$ cat config.mk
export PLATFORM = sky130hd
export DESIGN_NAME = uart_tx_arbiter
export DESIGN_NICKNAME = d
export VERILOG_FILES = /design/src/rtl/uart_tx_arbiter.sv
export SDC_FILE = /design/constraint.sdc
export NUM_CORES = 1
export LEC_CHECK = 0
export BUFFER_PORTS_ARGS = -buffer_cell sky130_fd_sc_hd__buf_2
export CAP_MARGIN = 20
export CORE_ASPECT_RATIO = 1.1
export CORE_UTILIZATION = 43
export CTS_CLUSTER_DIAMETER = 30
export DETAILED_ROUTE_END_ITERATION = 16
export GPL_TIMING_DRIVEN = 0
export PLACE_DENSITY = 0.69
export SYNTH_ARGS = -nofsm -noshare
export SYNTH_HDL_FRONTEND = slang
export SYNTH_SLANG_ARGS = --single-unit
$ cat constraint.sdc
create_clock -name clk -period 2.5 [get_ports clk]
set_input_delay 0.5 -clock clk [delete_from_list [all_inputs] [get_ports clk]]
set_output_delay 0.5 -clock clk [all_outputs]
set_load 0.005 [all_outputs]
$ cat src/rtl/uart_tx_arbiter.sv
// uart_tx_arbiter
//   Round-robin scheduler sharing one UART transmitter between N_REQ byte
//   producers. The winning requester's byte is latched at the accept edge.
//   The TX core gets a one-cycle start pulse, and every other requester is
//   held off until the core reports completion or the watchdog expires.
//
// Ports:
//   clk           system clock (baud-tick domain)
//   rst           synchronous active-high reset
//   req_valid     per-requester byte valid
//   req_data      packed bytes, requester i at [i*DBIT +: DBIT]
//   req_ready     per-requester accept (combinational, one-hot or zero)
//   tx_start      one-cycle launch pulse to the TX core
//   tx_din        byte to the TX core, stable from launch to completion
//   tx_done_tick  completion pulse from the TX core
//   grant_id      index of the current or last granted requester
//   busy          high whenever the arbiter is not idle
//   err_timeout   sticky watchdog error flag
//   err_clr       clears err_timeout
module uart_tx_arbiter #(
  parameter int N_REQ   = 4,
  parameter int DBIT    = 8,
  parameter int TIMEOUT = 200000
) (
  input  logic                     clk,
  input  logic                     rst,
  input  logic [N_REQ-1:0]         req_valid,
  input  logic [N_REQ*DBIT-1:0]    req_data,
  output logic [N_REQ-1:0]         req_ready,
  output logic                     tx_start,
  output logic [DBIT-1:0]          tx_din,
  input  logic                     tx_done_tick,
  output logic [$clog2(N_REQ)-1:0] grant_id,
  output logic                     busy,
  output logic                     err_timeout,
  input  logic                     err_clr
);

  localparam int IW = $clog2(N_REQ);
  // The timer only has to reach TIMEOUT-1; a disabled watchdog still needs one bit.
  localparam int TW = (TIMEOUT > 0) ? $clog2(TIMEOUT + 1) : 1;
  localparam logic [TW-1:0] T_LAST  = (TIMEOUT > 0) ? TW'(TIMEOUT - 1) : {TW{1'b0}};
  localparam logic [IW-1:0] ID_LAST = IW'(N_REQ - 1);
  localparam bit            WD_EN   = (TIMEOUT != 0);

  typedef enum logic [1:0] {
    ST_IDLE   = 2'd0,
    ST_LAUNCH = 2'd1,
    ST_WAIT   = 2'd2
  } state_t;

  state_t            state_r;
  state_t            state_next_s;
  logic [IW-1:0]     rr_ptr_r;
  logic [IW-1:0]     grant_id_r;
  logic [IW-1:0]     winner_s;
  logic              found_s;
  logic [TW-1:0]     timer_r;
  logic              timeout_hit_s;
  logic              tx_start_r;
  logic [DBIT-1:0]   tx_din_r;
  logic              busy_r;
  logic              err_timeout_r;

  // Requester index at offset k from base, wrapping modulo N_REQ.
  function automatic logic [IW-1:0] rr_idx(input logic [IW-1:0] base, input int k);
    int s;
    s = (int'(base) + k) % N_REQ;
    return IW'(s);
  endfunction

  // Successor of a requester index, wrapping modulo N_REQ.
  function automatic logic [IW-1:0] next_id(input logic [IW-1:0] id);
    logic [IW-1:0] n;
    if (id == ID_LAST) begin
      n = {IW{1'b0}};
    end else begin
      n = id + IW'(1);
    end
    return n;
  endfunction

  assign tx_start    = tx_start_r;
  assign tx_din      = tx_din_r;
  assign grant_id    = grant_id_r;
  assign busy        = busy_r;
  assign err_timeout = err_timeout_r;

  assign timeout_hit_s = WD_EN && (timer_r == T_LAST);

  // Round-robin search: scanning offsets high to low leaves the closest valid requester.
  always_comb begin
    winner_s = {IW{1'b0}};
    found_s  = 1'b0;
    for (int k = N_REQ - 1; k >= 0; k--) begin
      if (req_valid[rr_idx(rr_ptr_r, k)]) begin
        winner_s = rr_idx(rr_ptr_r, k);
        found_s  = 1'b1;
      end else begin
        found_s = found_s;
      end
    end
  end

  // Ready is offered only to the winner, and only while idle.
  always_comb begin
    req_ready = {N_REQ{1'b0}};
    if ((state_r == ST_IDLE) && found_s) begin
      req_ready[winner_s] = 1'b1;
    end else begin
      req_ready = {N_REQ{1'b0}};
    end
  end

  // Next-state logic; done pulses outside WAIT are deliberately ignored.
  always_comb begin
    state_next_s = state_r;
    case (state_r)
      ST_IDLE: begin
        if (found_s) begin
          state_next_s = ST_LAUNCH;
        end else begin
          state_next_s = ST_IDLE;
        end
      end
      ST_LAUNCH: begin
        state_next_s = ST_WAIT;
      end
      ST_WAIT: begin
        if (tx_done_tick || timeout_hit_s) begin
          state_next_s = ST_IDLE;
        end else begin
          state_next_s = ST_WAIT;
        end
      end
      default: begin
        state_next_s = ST_IDLE;
      end
    endcase
  end

  // State register.
  always_ff @(posedge clk) begin
    if (rst) begin
      state_r <= ST_IDLE;
    end else begin
      state_r <= state_next_s;
    end
  end

  // Datapath, registered outputs, watchdog timer and error flag.
  always_ff @(posedge clk) begin
    if (rst) begin
      rr_ptr_r      <= {IW{1'b0}};
      grant_id_r    <= {IW{1'b0}};
      tx_din_r      <= {DBIT{1'b0}};
      tx_start_r    <= 1'b0;
      busy_r        <= 1'b0;
      err_timeout_r <= 1'b0;
      timer_r       <= {TW{1'b0}};
    end else begin
      tx_start_r <= (state_next_s == ST_LAUNCH);
      busy_r     <= (state_next_s != ST_IDLE);
      case (state_r)
        ST_IDLE: begin
          if (found_s) begin
            tx_din_r   <= req_data[int'(winner_s)*DBIT +: DBIT];
            grant_id_r <= winner_s;
          end
        end
        ST_LAUNCH: begin
          timer_r <= {TW{1'b0}};
        end
        ST_WAIT: begin
          // Saturate so a disabled watchdog never wraps.
          if (timer_r != {TW{1'b1}}) begin
            timer_r <= timer_r + TW'(1);
          end
          if (tx_done_tick || timeout_hit_s) begin
            rr_ptr_r <= next_id(grant_id_r);
          end
        end
        default: begin
          timer_r <= {TW{1'b0}};
        end
      endcase
      // Completion beats the watchdog; a new error beats a clear.
      if ((state_r == ST_WAIT) && !tx_done_tick && timeout_hit_s) begin
        err_timeout_r <= 1'b1;
      end else if (err_clr) begin
        err_timeout_r <= 1'b0;
      end
    end
  end

endmodule
* Yosys cells after proc, flatten, opt, wreduce, memory -nomap -nowiden
Index checks and enable logic that the tools add are counted.
** Operators by class
- Add/sub/neg operators :: 5
- Magnitude comparators :: 6
- Eq/ne operators :: 7
- Shift-type cells :: 1
- Muxes and demuxes :: 27
- Bitwise gates (word level) :: 1
- Reduce and logical (&&, ||, !) cells :: 12
** Operators by type and width (number)
- $pmux W18 S2 :: 1
- $shiftx A32 B6 Y8 :: 1
- $add A18 B1 Y18 const B :: 1
- $eq A18 B18 Y1 const B :: 1
- $mux W18 :: 1
- $ne A18 B18 Y1 const B :: 1
- $lt A2 B3 Y1 const B :: 5
- $mux W1 :: 12
- $mux W2 :: 6
- $bmux W1 S2 :: 4
- $pmux W2 S3 :: 1
- $reduce_and A2 Y1 :: 3
- $add A2 B1 Y2 const B :: 2
- $add A2 B2 Y2 const B :: 2
- $eq A2 B1 Y1 const B :: 2
- $eq A2 B2 Y1 const B :: 2
- $logic_and A1 B1 Y1 :: 4
- $mux W4 :: 1
- $reduce_bool A2 Y1 :: 2
- $demux W1 S2 :: 1
- $ge A2 B1 Y1 const B :: 1
- $logic_not A2 Y1 :: 1
- $ne A2 B2 Y1 const B :: 1
- $logic_not A1 Y1 :: 1
- other kinds (2) :: 2
** Storage, ports and cells
- Register bits after elaboration :: 35
- Bits of input ports :: 40
- Logic and storage cells :: 67

* Depth between registers and ports, before layout
Gate-level depths: netlist of the first run.
- Word-level depth :: 12
- Mapped depth :: 7
- Gate-level depth less buffers :: 6

* Worst setup path after synthesis of the first run
Ideal clock, no wire load.
- Path kind :: in2out
- Start :: input req_valid[3]
- End :: output req_ready[1]
- Arrival time :: 1.567 ns
- Required time :: 2.000 ns
- Path slack :: 0.433 ns
- Stages :: 3
- Buffers on the path :: 1
- Cell sequence :: o41ai_2 > clkbuf_1 > nor3_1
** On the way
- Longest elaborated chain between the ends :: 11
** RTL lines
- from (decl) :: line 27 : input logic [N_REQ-1:0] req_valid,
- $bmux W1 S2 :: line 96 : if (req_valid[rr_idx(rr_ptr_r, k)]) begin
- $mux W1 (not written as such) :: line 96
- $mux W2 (4 in series) :: line 96
- $lt A2 B3 Y1 (not written as such) / $ge A2 B1 Y1 (equally long branches) :: line 109 : req_ready[winner_s] = 1'b1;
- $logic_and A1 B1 Y1 (not written as such) :: line 109
- $mux W1 (not written as such) :: line 109
- $demux W1 S2 :: line 109
- $mux W4 (*) :: line 108 : if ((state_r == ST_IDLE) && found_s) begin
- to (decl) :: line 29 : output logic [N_REQ-1:0] req_ready,
Mark *: on every way between the ends. The rest lies on a longest branch, timed or not. The select of a mux whose other input is x is not followed.

* Final worst setup path of the first run
- Start :: register rr_ptr_r[1]
- End :: output req_ready[0]
** On the way
- Longest elaborated chain between the ends :: 12
** RTL lines
- from (decl) :: line 54 : logic [IW-1:0] rr_ptr_r;
- from (signal assigned) :: line 154 : rr_ptr_r <= {IW{1'b0}};
- from (signal assigned) :: line 180 : rr_ptr_r <= next_id(grant_id_r);
- $add A2 B2 Y2 :: line 68 : s = (int'(base) + k) % N_REQ;
- $bmux W1 S2 :: line 96
- $mux W1 (not written as such) :: line 96
- $mux W2 (4 in series) :: line 96
- $lt A2 B3 Y1 (not written as such) / $ge A2 B1 Y1 (equally long branches) :: line 109
- $logic_and A1 B1 Y1 (not written as such) :: line 109
- $mux W1 (not written as such) :: line 109
- $demux W1 S2 :: line 109
- $mux W4 (*) :: line 108
Marked as above.

==> impl_metrics.json, run 1 <==
{
  "final_hold_viol_count": 0,
  "crit_path_max_fanout": 7,
  "period_needed_ns": 2.30,
  "cts_tree": "done",
  "synth_seq_cells": 35,
  "grt_setup_unrepaired": "no",
  "vias_per_cell": 5.44,
  "portBuffers": 56,
  "placementRows": 24,
  "grt_pass1_vias": 1653,
  "clock_sinks": 35,
  "gp_congestion": 0.860,
  "worst_ep_arrival_time_ns": 1.80,
  "cts-htree-levels": 2,
  "die_y_um": 70.4,
  "p_leak_nw": 0.961,
  "dp_hpwl_um": 3330,
  "fmax_mhz": 436,
  "min-delay-path-class": "in -> reg",
  "clock-skew-final_ns": 0.00716,
  "switching_share_pct": 27.3,
  "dr_total_vias": 1767,
  "insertion_delay_ns": 0.29,
  "start_util_pct": 45.5,
  "p_clk_share_pct": 31.8,
  "end_kind": "output port",
  "die_w_um": 64.2,
  "drtIter0Drc": 72,
  "finalCritPeriodShare_pct": 91.8,
  "postRouteAntennaNets": 0,
  "crit_buf_inv": 2,
  "setup_violations": 0,
  "path_depth": 5,
  "postLayoutCoreUtil_pct": 57.0,
  "die_area_um2": 4520,
  "synth_edf_count": 0,
  "postSynth.asyncResetShare_pct": 0,
  "drc_errors": 0,
  "synthAdderAreaFrac_pct": 1.37,
  "syn2layout_area_growth_pct": 25.4,
  "synth.area.mux_share_pct": 9.84,
  "grt_overflow": 0,
  "synthCells": 206,
  "slowest_delay_ns": 0.48,
  "max_slew_margin_pct": 57.7,
  "first_pass_iters": 4,
  "clock_path_buffers": 2,
  "grt_usage_pct": 21.0,
  "synthSimpleGateAreaFrac_pct": 25.3,
  "wire_per_inst_um": 13.3,
  "n_fill_cell": 412,
  "grt_pass1_wl_um": 7290,
  "core-area_um2": 4020,
  "final_cell_area_um2": 2290,
  "crit_path_start_kind": "register",
  "ys_seq_area_share_pct": 38.3,
  "tightest_slew_ns": 0.629,
  "synth_top_family_by_area": "simple AND/OR/NAND/NOR gates",
  "ir_worst_vdd_mv": 0.370,
  "postCtsHoldBufs": 0,
  "drv_cap": 0,
  "grt_max_degree": 11,
  "r2r_end": "timer_r[14]$_SDFFE_PP0P_",
  "maxSlewViolCount": 0,
  "fin_tns_setup_ns": 0,
  "final_common_cell": "buf_2",
  "ff2ff_path_depth": 6,
  "drive_gt1_share_pct": 28.6,
  "path_cells": "or3b_2 > o221ai_1 > buf_4 > nor3b_1 > buf_2",
  "synth_top_flop_cell": "dfxtp_1",
  "ioPinCount": 57,
  "rr_startpoint": "timer_r[0]$_SDFFE_PP0P_",
  "synth.distinct_cells": 47,
  "fin_ws_ns": 0.204,
  "power_w": 0.00123,
  "status": "finished, final reports clean",
  "setup.worst_path.end": "req_ready[0]",
  "worstPathRequired_ns": 2.00,
  "placedInstanceArea_um2": 2180,
  "cp_slowest_cell": "or3b_2",
  "r2r_setup_slack_ns": 0.31,
  "final_nets": 314,
  "synth_compound_area_share_pct": 19.3,
  "wl_um": 4330,
  "antenna_found_initial": 0,
  "syn_nets": 248,
  "path_delay_family": "simple AND/OR/NAND/NOR gates",
  "pwr-share-seq_pct": 49.5,
  "layout_common_cells": "buf_2 (58), dfxtp_1 (35), nor2_1 (21)",
  "root_buffer": "clkbuf_8",
  "p_comb_share_pct": 18.6,
  "power.switching_w": 0.000335,
  "worstSetupPathType": "reg -> out",
  "worstSetupStartpoint": "rr_ptr_r[1]$_SDFFE_PP0P_",
  "cts_buffers": 5,
  "internal_power_w": 0.000891,
  "yosys_warnings": 0,
  "pre_cts_ws_ns": -0.0994,
  "synth-xor-area-share_pct": 2.87,
  "avgSynthCellArea_um2": 8.89,
  "p_per_area_nw_per_um2": 534,
  "antenna_cells": 0,
  "cts.clk_slew.worst_paths_ns": 0.07,
  "synthesis.area_um2": 1830
}
==> layout make-up <==
cell class / instances / area [um2] / share of cell area (%)
plain buffers: 7 / 33.8 / 1.47
clock buffers: 7 / 76.3 / 3.33
clock inverters: 1 / 5.00 / 0.218
inverters: 7 / 26.3 / 1.15
multi-input cells: 157 / 1080 / 47.3
flip-flops and latches: 35 / 701 / 30.5
well taps: 52 / 65.1 / 2.84
repair buffers: 59 / 303 / 13.2
==> power by group through the flow <==
stage | Combinational, W | Sequential [W] | Clock, W
after floorplan | 0.000123 | 0.000618 | 0
after CTS | 0.000223 | 0.000607 | 0.000401
final | 0.000228 | 0.000607 | 0.000390
after detailed placement | 0.000219 | 0.000619 | 0
after global placement | 0.000216 | 0.000619 | 0
after global routing | 0.000254 | 0.000611 | 0.000424
==> per-stage QoR <==
step | cells | hold slack [ns]
floorplan | 206 | 0.462
global placement | 314 | 0.471
detailed placement | 314 | 0.476
CTS | 322 | 0.439
global route | 325 | 0.442
finish | 325 | 0.441
==> worst min path at each step <==
stage | cells after the start | end | start | slack, ns
4_1_cts | 2 | tx_start$_SDFF_PP0_ | rst | 0.44
6_report | 2 | tx_start$_SDFF_PP0_ | rst | 0.44
2_1_floorplan | 2 | rr_ptr_r[0]$_SDFFE_PP0P_ | rr_ptr_r[0]$_SDFFE_PP0P_ | 0.46
3_3_place_gp | 2 | err_timeout$_SDFFE_PP0P_ | err_timeout$_SDFFE_PP0P_ | 0.47
3_5_place_dp | 2 | err_timeout$_SDFFE_PP0P_ | err_timeout$_SDFFE_PP0P_ | 0.48
5_1_grt | 2 | tx_start$_SDFF_PP0_ | rst | 0.44
==> cells in the mapped netlist, types with 4 or more instances <==
cell type / instances / area share [%]
or3_1: 6 / 2.1
a21oi_1: 11 / 3.0
nand3b_1: 8 / 3.3
clkbuf_1: 4 / 0.82
mux2i_1: 18 / 9.8
dfxtp_1: 35 / 38
nor2b_1: 4 / 1.4
nand2_1: 11 / 2.3
nand4_1: 5 / 1.7
nor3_1: 6 / 1.6
o21ai_0: 8 / 2.2
o221ai_1: 9 / 4.3
xnor2_1: 6 / 2.9
nor2_1: 21 / 4.3
inv_1: 7 / 1.4
nand3_1: 4 / 1.1
==> what timing repair did <==
action,in CTS,in global routing
buffers inserted,0,3
gates resized for setup,1,4
setup endpoints to repair,4,4
==> flip-flops by register name, summed over array words and instances (netlist names) <==
signal,flops
err_timeout,1
state_r,2
timer_r,18
tx_din,8
tx_start,1
busy,1
grant_id,2
rr_ptr_r,2
==> kinds of logic (layout without fill, tap and decap cells) <==
family	after synthesis	in the layout
flip-flops	35	35
AND/OR/NAND/NOR	82	82
adder cells (fa/ha/maj)	2	2
XOR/XNOR	6	6
multiplexers	18	18
buffers and inverters	14	81
AO/OA/AOI/OAI	49	49
==> layer usage <==
layer	track usage [%]	vias up	routed length (um)
met3	8.33	7	245
met4	8.89	0	74
met1	26.2	797	2060
li1	-	911	-
met2	31.9	52	1950
met5	0	-	0
No activity file was read; power rests on OpenSTA's default activity.
==> run 2, diff against run 1 <==
--- a/config.mk
+++ b/config.mk
@@ -8,11 +8,13 @@
 export BUFFER_PORTS_ARGS = -buffer_cell sky130_fd_sc_hd__buf_2
 export CAP_MARGIN = 20
 export CORE_ASPECT_RATIO = 1.1
+export CORE_MARGIN = 2
 export CORE_UTILIZATION = 43
 export CTS_CLUSTER_DIAMETER = 30
 export DETAILED_ROUTE_END_ITERATION = 16
 export GPL_TIMING_DRIVEN = 0
 export PLACE_DENSITY = 0.69
+export REMOVE_ABC_BUFFERS = 1
 export SYNTH_ARGS = -nofsm -noshare
 export SYNTH_HDL_FRONTEND = slang
 export SYNTH_SLANG_ARGS = --single-unit
==> run 2 against run 1 <==
  * Register-to-register slack better by 0.03 ns
  * Critical path depth decreased by 1
  * Hold slack improved by 0.045 ns
  * Cell count decreased by 2.8%
  * Utilization is 0.40 points lower
  * Clock power rose by 15%
  * Sequential share of layout area grew 0.22 points
  * Critical path type is now in -> out
  * Largest cell class unchanged
==> impl_metrics.json, run 2 (synthesized netlist as in run 1, its figures left out) <==
{
  "root_buffer": "clkbuf_8",
  "worstSetupPathType": "in -> out",
  "cts_tree": "done",
  "whs_path_depth": 2,
  "grt_pass1_wl_um": 7740,
  "die_area_um2": 4800,
  "drc_errors": 0,
  "period_needed_ns": 2.35,
  "postLayoutCoreUtil_pct": 56.6,
  "wire_per_inst_um": 14.4,
  "r2r_setup_slack_ns": 0.34,
  "start_util_pct": 45.5,
  "cts-htree-levels": 2,
  "power_w": 0.00128,
  "postRouteAntennaNets": 0,
  "dp_hpwl_um": 3390,
  "cts_buffers": 5,
  "core-area_um2": 4020,
  "insertion_delay_ns": 0.29,
  "power.switching_w": 0.000337,
  "ir_worst_vdd_mv": 0.318,
  "min-delay-path-class": "reg -> reg",
  "p_leak_nw": 0.946,
  "drtIter0Drc": 77,
  "placementRows": 24,
  "setup_violations": 0,
  "antenna_found_initial": 0,
  "final_common_cell": "buf_2",
  "grt_pass1_vias": 1774,
  "pwr-share-seq_pct": 47.5,
  "p_per_area_nw_per_um2": 560,
  "grt_usage_pct": 20.5,
  "worstPathRequired_ns": 2.00,
  "drive_gt1_share_pct": 28.0,
  "ff2ff_path_depth": 6,
  "maxSlewViolCount": 0,
  "grt_setup_unrepaired": "no",
  "crit_path_max_fanout": 18,
  "layout_common_cells": "buf_2 (56), dfxtp_1 (35), nor2_1 (21)",
  "antenna_cells": 0,
  "internal_power_w": 0.000939,
  "dr_total_vias": 1772,
  "hold_end": "err_timeout$_SDFFE_PP0P_",
  "stdcell_count": 316,
  "largest_reg_flops": 18,
  "clock_sinks": 35,
  "clock_path_buffers": 2,
  "holdWs_ns": 0.486,
  "switching_share_pct": 26.4,
  "worst_ep_arrival_time_ns": 1.85,
  "hp-start": "err_timeout$_SDFFE_PP0P_",
  "max_slew_margin_pct": 34.0,
  "wl_um": 4550,
  "first_pass_iters": 4,
  "final_nets": 305,
  "p_comb_share_pct": 17.2,
  "n_fill_cell": 382,
  "fin_tns_setup_ns": 0,
  "final_hold_viol_count": 0,
  "cts_resized": 0,
  "grt_max_degree": 23,
  "die_y_um": 72.4,
  "cts.clk_slew.worst_paths_ns": 0.07,
  "status": "finished, final reports clean",
  "place_inst": 308,
  "r2r_end": "timer_r[14]$_SDFFE_PP0P_",
  "fmax_mhz": 425,
  "finalCritPeriodShare_pct": 94.1,
  "post-cts-setup-buffers": 0,
  "syn2layout_area_growth_pct": 24.5,
  "portBuffers": 56,
  "crit_path_start_kind": "primary input",
  "tightest_slew_ns": 0.987,
  "grt_overflow": 0,
  "top_register": "timer_r",
  "drv_cap": 0,
  "die_w_um": 66.2,
  "p_clk_share_pct": 35.3,
  "end_kind": "output port",
  "gp_congestion": 0.841,
  "ioPinCount": 57,
  "postCtsHoldBufs": 0,
  "vias_per_cell": 5.61,
  "clock-skew-final_ns": 0.00349,
  "rr_startpoint": "timer_r[0]$_SDFFE_PP0P_"
}
run 2: changes by cell type in the layout (fill, tap and decap cells not counted):
cell / delta
clkbuf_2: -1
o221ai_1: -1
clkbuf_1: -4
o221ai_2: +1
clkinv_2: -1
buf_2: -2
clkbuf_8: +2
buf_4: -4
buf_8: +1
run 2: how the worst max path moves through the flow:
stage          slack [ns]  cells after the start                endpoint          from
5_1_grt              0.02                      4            req_ready[2]  req_valid[3]
2_1_floorplan       -0.28                      3            req_ready[0]  req_valid[2]
3_3_place_gp        -0.82                      5            req_ready[2]  req_valid[0]
4_1_cts              0.14                      4            req_ready[1]  req_valid[3]
3_5_place_dp         0.13                      5  tx_din[4]$_SDFFE_PP0P_  req_valid[3]
6_report             0.15                      4            req_ready[1]  req_valid[3]
run 2: layout make-up:
type / instances / area (um2) / share of cell area [%]
well taps: 52 / 65.1 / 2.86
multi-input cells: 157 / 1090 / 47.9
clock buffers: 8 / 100 / 4.39
flip-flops and latches: 35 / 701 / 30.8
inverters: 7 / 26.3 / 1.15
repair buffers: 57 / 295 / 13.0
run 2: worst max-delay path: stages:
cell and delay (ns):
buf_2 0.14, o41ai_4 0.92, nor3_1 0.11, buf_2 0.17
run 2: per-layer routing:
| layer | share of wire, % | track usage, % |
|---|---|---|
| met4 | 0.92 | 5.90 |
| met5 | 0 | 0 |
| met3 | 5.7 | 4.19 |
| met1 | 46 | 25.6 |
| met2 | 48 | 35.6 |
run 2: power by group through the flow:
stage | registers (W) | logic [W] | clock network (W)
detailed placement | 0.000617 | 0.000222 | 0
global placement | 0.000618 | 0.000213 | 0
CTS | 0.000606 | 0.000222 | 0.000461
floorplan | 0.000618 | 0.000117 | 0
finish | 0.000606 | 0.000220 | 0.000450
global route | 0.000610 | 0.000245 | 0.000480
run 2: per-stage QoR:
step           worst slack [ns]  cell area (um2)
6_report                  0.149             2280
4_1_cts                   0.140             2280
3_5_place_dp              0.134             2180
2_1_floorplan            -0.279             1800
3_3_place_gp             -0.816             2150
5_1_grt                  0.0248             2280
